<file path="src/rtl/swu_param.sv">
// Sliding-window unit: streams len memory words as one MSB-first bit string and emits
// WIN_W-bit windows advanced by STRIDE bits over a valid/ready interface.
module swu_param #(
    parameter int unsigned WORD_W = 32,
    parameter int unsigned DEPTH  = 29,
    parameter int unsigned ADDR_W = 5,
    parameter int unsigned WIN_W  = 7,
    parameter int unsigned STRIDE = 2
) (
    input  logic              clk,
    input  logic              rst_n,
    input  logic              start_i,
    input  logic [ADDR_W:0]   len_i,
    output logic              mem_en_o,
    output logic [ADDR_W-1:0] mem_addr_o,
    input  logic [WORD_W-1:0] mem_rdata_i,
    output logic [WIN_W-1:0]  win_data_o,
    output logic              win_valid_o,
    input  logic              win_ready_i,
    output logic              busy_o,
    output logic              done_o
);

    localparam int unsigned BufW  = 2 * WORD_W;
    localparam int unsigned FillW = $clog2(BufW + 1);

    localparam logic [FillW-1:0]  WordF   = FillW'(WORD_W);
    localparam logic [FillW-1:0]  WinF    = FillW'(WIN_W);
    localparam logic [FillW-1:0]  StrideF = FillW'(STRIDE);
    // fill below this after an accept means no further full window exists
    localparam logic [FillW-1:0]  LastF   = FillW'(WIN_W + STRIDE);
    localparam logic [ADDR_W:0]   DepthL  = (ADDR_W + 1)'(DEPTH);

    typedef enum logic [1:0] {StIdle, StRun, StDone} state_e;

    state_e            state_q, state_d;
    logic [BufW-1:0]   buf_q, buf_d;
    logic [FillW-1:0]  fill_q, fill_d;
    logic [ADDR_W:0]   issued_q, issued_d;
    logic [ADDR_W:0]   len_q, len_d;
    logic              mem_en_q, mem_en_d;
    logic [ADDR_W-1:0] mem_addr_q, mem_addr_d;
    logic              rvalid_q, rvalid_d;

    logic              win_valid;
    logic              accept;
    logic              pending;
    logic              last_win;
    logic              issue;
    logic [BufW-1:0]   buf_shift;
    logic [FillW-1:0]  fill_shift;
    logic [BufW-1:0]   load_word;

    // Next-state for the FSM, bit buffer and fetch sequencing
    always_comb begin
        state_d    = state_q;
        buf_d      = buf_q;
        fill_d     = fill_q;
        issued_d   = issued_q;
        len_d      = len_q;
        mem_en_d   = 1'b0;
        mem_addr_d = mem_addr_q;
        // memory returns data one cycle after the registered enable
        rvalid_d   = mem_en_q;
        issue      = 1'b0;
        buf_shift  = buf_q;
        fill_shift = fill_q;
        load_word  = {mem_rdata_i, {WORD_W{1'b0}}};

        win_valid = (state_q == StRun) && (fill_q >= WinF);
        accept    = win_valid && win_ready_i;
        pending   = mem_en_q || rvalid_q;
        last_win  = (issued_q == len_q) && !pending && (fill_q < LastF);

        unique case (state_q)
            StIdle: begin
                if (start_i) begin
                    state_d = StRun;
                    len_d   = (len_i > DepthL) ? DepthL : len_i;
                    issue   = 1'b1;
                end
            end
            StRun: begin
                issue = (issued_q < len_q) && !pending && (fill_q <= WordF);
                if (accept) begin
                    buf_shift  = buf_q << STRIDE;
                    fill_shift = fill_q - StrideF;
                end
                buf_d  = buf_shift;
                fill_d = fill_shift;
                // new word lands directly below the bits still valid after the shift
                if (rvalid_q) begin
                    buf_d  = buf_shift | (load_word >> fill_shift);
                    fill_d = fill_shift + WordF;
                end
                if (accept && last_win) begin
                    state_d = StDone;
                end
            end
            StDone: begin
                state_d  = StIdle;
                buf_d    = '0;
                fill_d   = '0;
                issued_d = '0;
                len_d    = '0;
                rvalid_d = 1'b0;
            end
            default: begin
                state_d = StIdle;
            end
        endcase

        if (issue) begin
            mem_en_d   = 1'b1;
            mem_addr_d = issued_q[ADDR_W-1:0];
            issued_d   = issued_q + 1'b1;
        end
    end

    // State registers with asynchronous active-low clear
    always_ff @(posedge clk or negedge rst_n) begin
        if (!rst_n) begin
            state_q    <= StIdle;
            buf_q      <= '0;
            fill_q     <= '0;
            issued_q   <= '0;
            len_q      <= '0;
            mem_en_q   <= 1'b0;
            mem_addr_q <= '0;
            rvalid_q   <= 1'b0;
        end else begin
            state_q    <= state_d;
            buf_q      <= buf_d;
            fill_q     <= fill_d;
            issued_q   <= issued_d;
            len_q      <= len_d;
            mem_en_q   <= mem_en_d;
            mem_addr_q <= mem_addr_d;
            rvalid_q   <= rvalid_d;
        end
    end

    assign mem_en_o    = mem_en_q;
    assign mem_addr_o  = mem_addr_q;
    assign win_data_o  = buf_q[BufW-1 -: WIN_W];
    assign win_valid_o = win_valid;
    assign busy_o      = (state_q != StIdle);
    assign done_o      = (state_q == StDone);

endmodule

</file>
<file path="config.mk">
export PLATFORM = sky130hd
export DESIGN_NAME = swu_param
export DESIGN_NICKNAME = d
export VERILOG_FILES = /design/src/rtl/swu_param.sv
export SDC_FILE = /design/constraint.sdc
export NUM_CORES = 1
export LEC_CHECK = 0
export CORE_ASPECT_RATIO = 1.4
export CORE_UTILIZATION = 35
export CTS_CLUSTER_DIAMETER = 150
export CTS_CLUSTER_SIZE = 20
export DETAILED_ROUTE_END_ITERATION = 8
export GPL_TIMING_DRIVEN = 0
export PLACE_DENSITY_LB_ADDON = 0.1
export SETUP_SLACK_MARGIN = 0.15
export SYNTH_ARGS = -nofsm -noshare
export SYNTH_HDL_FRONTEND = slang
export SYNTH_SLANG_ARGS = --single-unit
</file>
<file path="constraint.sdc">
create_clock -name clk -period 5.3 [get_ports clk]
set_input_delay 1.59 -clock clk [delete_from_list [all_inputs] [get_ports clk]]
set_output_delay 1.59 -clock clk [all_outputs]
set_load 0.1 [all_outputs]
</file>
==> run summary <==
Status: complete, no violations
DP Area: 8498 um2
Clock slew at reported path FFs: 0.07 ns
Yosys cell types: 80
Commonest cells post-synth: nor2_1 (99), dfrtp_1 (91), nand2_1 (81)
Initial antenna violation count: 0
Syn_nets: 953
Die Area: 22280 um2
Worst setup EP type: flop
I/O pin count: 58
Slew @ Worst Pin: 1.086 ns
Ant diodes: 0
WP data arrival: 5.27 ns
Number of vias per cell: 6.533
Syn avg cell area: 8.449 um2
Slew Viols, Final: 0
Max Fclk: 0.1994 GHz
Final worst path period share: 94.62%
Die height: 176.2 um
Critical Path Source Type: primary input
Share of flip-flops with an asynchronous set or reset: 100.0%
Total CTS buffers: 9
Sequential element share of the synthesized area: 30.01%
Post-route ant nets: 0
Final wirelength: 33150 um
Fin. Hold Viols: 0
Post-synth EDFFs: 0
Worst vdd ir: 0.0004611 V
HPWL after DPL: 25220 um
Worst Hold Class: flop to flop
Cells after Synth: 898
Cell area after synthesis: 7587 um2
Largest net degree at the start of global routing: 65
Synth area leaders: dfrtp_1 (30%), mux2i_1 (6.2%), nor2_1 (4.9%)
Share of the synthesized area in the top cell type: 30.01%
CTS Root Cell: clkbuf_16
Static leakage: 0.003512 uW
Most numerous cell in the Yosys netlist: nor2_1
Initial core utilization: 35.78%
Clk buf depth: 2
CTS Hold Bufs: 0
Post-CTS setup buffer count: 0
Area delta synth->final: 16.59%
Global Route Usage Sum: 30.25%
Min Tclk post-route: 5.015 ns
First-pass GRT wire length: 49860 um
Final Skew: 0.01059 ns
Max Cap Viol: 0
Req. time, crit path: 5.55 ns
TritonCTS clock tree: yes
Number of DRC markers in iteration 0: 902
Power per cell area: 765.2 nW/um2
GRT Residual Overflow: 0
Vias post-DR: 8042
DR WL/cell: 26.93 um
Most common flop cell mapped by yosys: dfrtp_1
Initial DRT Pass Iterations: 6
Layout cell share with drive strength beyond 1: 11.43%
Post-CTS resize count: 0
Synthesis Warnings: 0
Die width: 126.4 um
Design Area, Final: 8846 um2
Nets@finish: 1021
Clk sink count: 91
RSZ-0062 raised after global routing: no
Number of global-route vias before repair: 7891
Worst-path fanout max: 10
Slew Limit Headroom: 27.02%
H-tree depth: 3
Final setup vio count: 0
DRC viols: 0
Input/output buffers: 56
Skew-Pair Late Insertion Delay: 0.36 ns
CP Class: primary input to flop
Synth Register Bits: 91
Routability cong.: 1.004
WHS: 0.4847 ns
Std-Cell Core Area: 21200 um2
Setup TNS: 0 ns
Reg2reg setup slack: 0.49 ns
Cell row count: 63
Yosys top cell by area: dfrtp_1
## where the power goes
| part | switching [uW] | internal [uW] |
|---|---|---|
| clock | 294 | 465 |
| sequential | 211 | 960 |
| combinational | 3330 | 1510 |
| total | 3840 | 2930 |
## path summary, 6_finish.rpt
path                                  start            end  depth (start not counted)
worst min-delay path              buf_q[56]      buf_q[56]                          2
min in group asynchronous             rst_n  mem_addr_o[3]                          1
worst max-delay path            win_ready_i       buf_q[0]                         10
worst min register to register    buf_q[56]      buf_q[56]                          2
worst max register to register    fill_q[2]      buf_q[32]                         12
max in group asynchronous             rst_n      buf_q[55]                          2
## through the flow
step           total power (uW)  instances  worst slack (ns)  utilization [%]
4_1_cts                    6660       1231            0.2365            41.72
3_5_place_dp               5884       1215           -0.1346            40.08
3_3_place_gp               5904       1214            -1.105            39.96
6_report                   6769       1231            0.2853            41.72
2_1_floorplan              4268        898             1.733                -
5_1_grt                    7074       1231            0.2253            41.72
## cell families (layout without fill, tap and decap cells)
kind of cell	count (synthesis)	count (layout)	share of synthesized area, %
compound gates	328	328	31.40
simple gates	284	284	17.63
buf+inv	103	176	6.332
flops	91	91	30.01
mux	75	75	12.02
fa+ha+maj	13	13	2.144
xor+xnor	4	4	0.4617
## worst max-delay path, cell delays in order
cell and delay, ns:
clkdlybuf4s50_1 0.52, nand2_1 0.17, o21ai_1 0.54, clkbuf_1 0.45
o221ai_1 0.20, a21oi_2 0.55, mux2i_1 0.43, nand2_1 0.15
o21ai_0 0.31, o31ai_1 0.35
## cells in the final DEF (no fill, tap or decap), drive strengths merged, types with 18 or more instances in the layout
| master | instances |
|---|---|
| clkdlybuf4s50 | 55 |
| a22oi | 31 |
| buf | 43 |
| o221ai | 25 |
| nor3 | 28 |
| nand3 | 18 |
| nand2 | 83 |
| dfrtp | 91 |
| clkbuf | 53 |
| a21oi | 43 |
| nor2 | 105 |
| mux2i | 50 |
| o21ai | 79 |
| inv | 21 |
## final cells by class
class,count,area [um2]
buffer,81,397.9
fill,2138,12360
sequential,91,2277
clock buffer,13,280.3
inverter,22,82.58
clock inverter,3,67.56
multi-input combinational,704,4830
tap,260,325.3
timing repair buffer,57,585.6
## routing by layer
layer,up-vias,share of wire [%],track usage [%]
li1,3573,-,-
met1,3953,39,35.60
met2,402,48,51.20
met3,114,5.7,3.970
met4,0,7.1,20.73
met5,-,0,0
## sequential cells by signal (all words and copies together), names as in the netlist
register / count
buf_q: 64
fill_q: 6
issued_q: 6
len_q: 6
mem_addr_o: 5
state_q: 2
mem_en_o: 1
rvalid_q: 1
(Power assumes the default switching activity.)
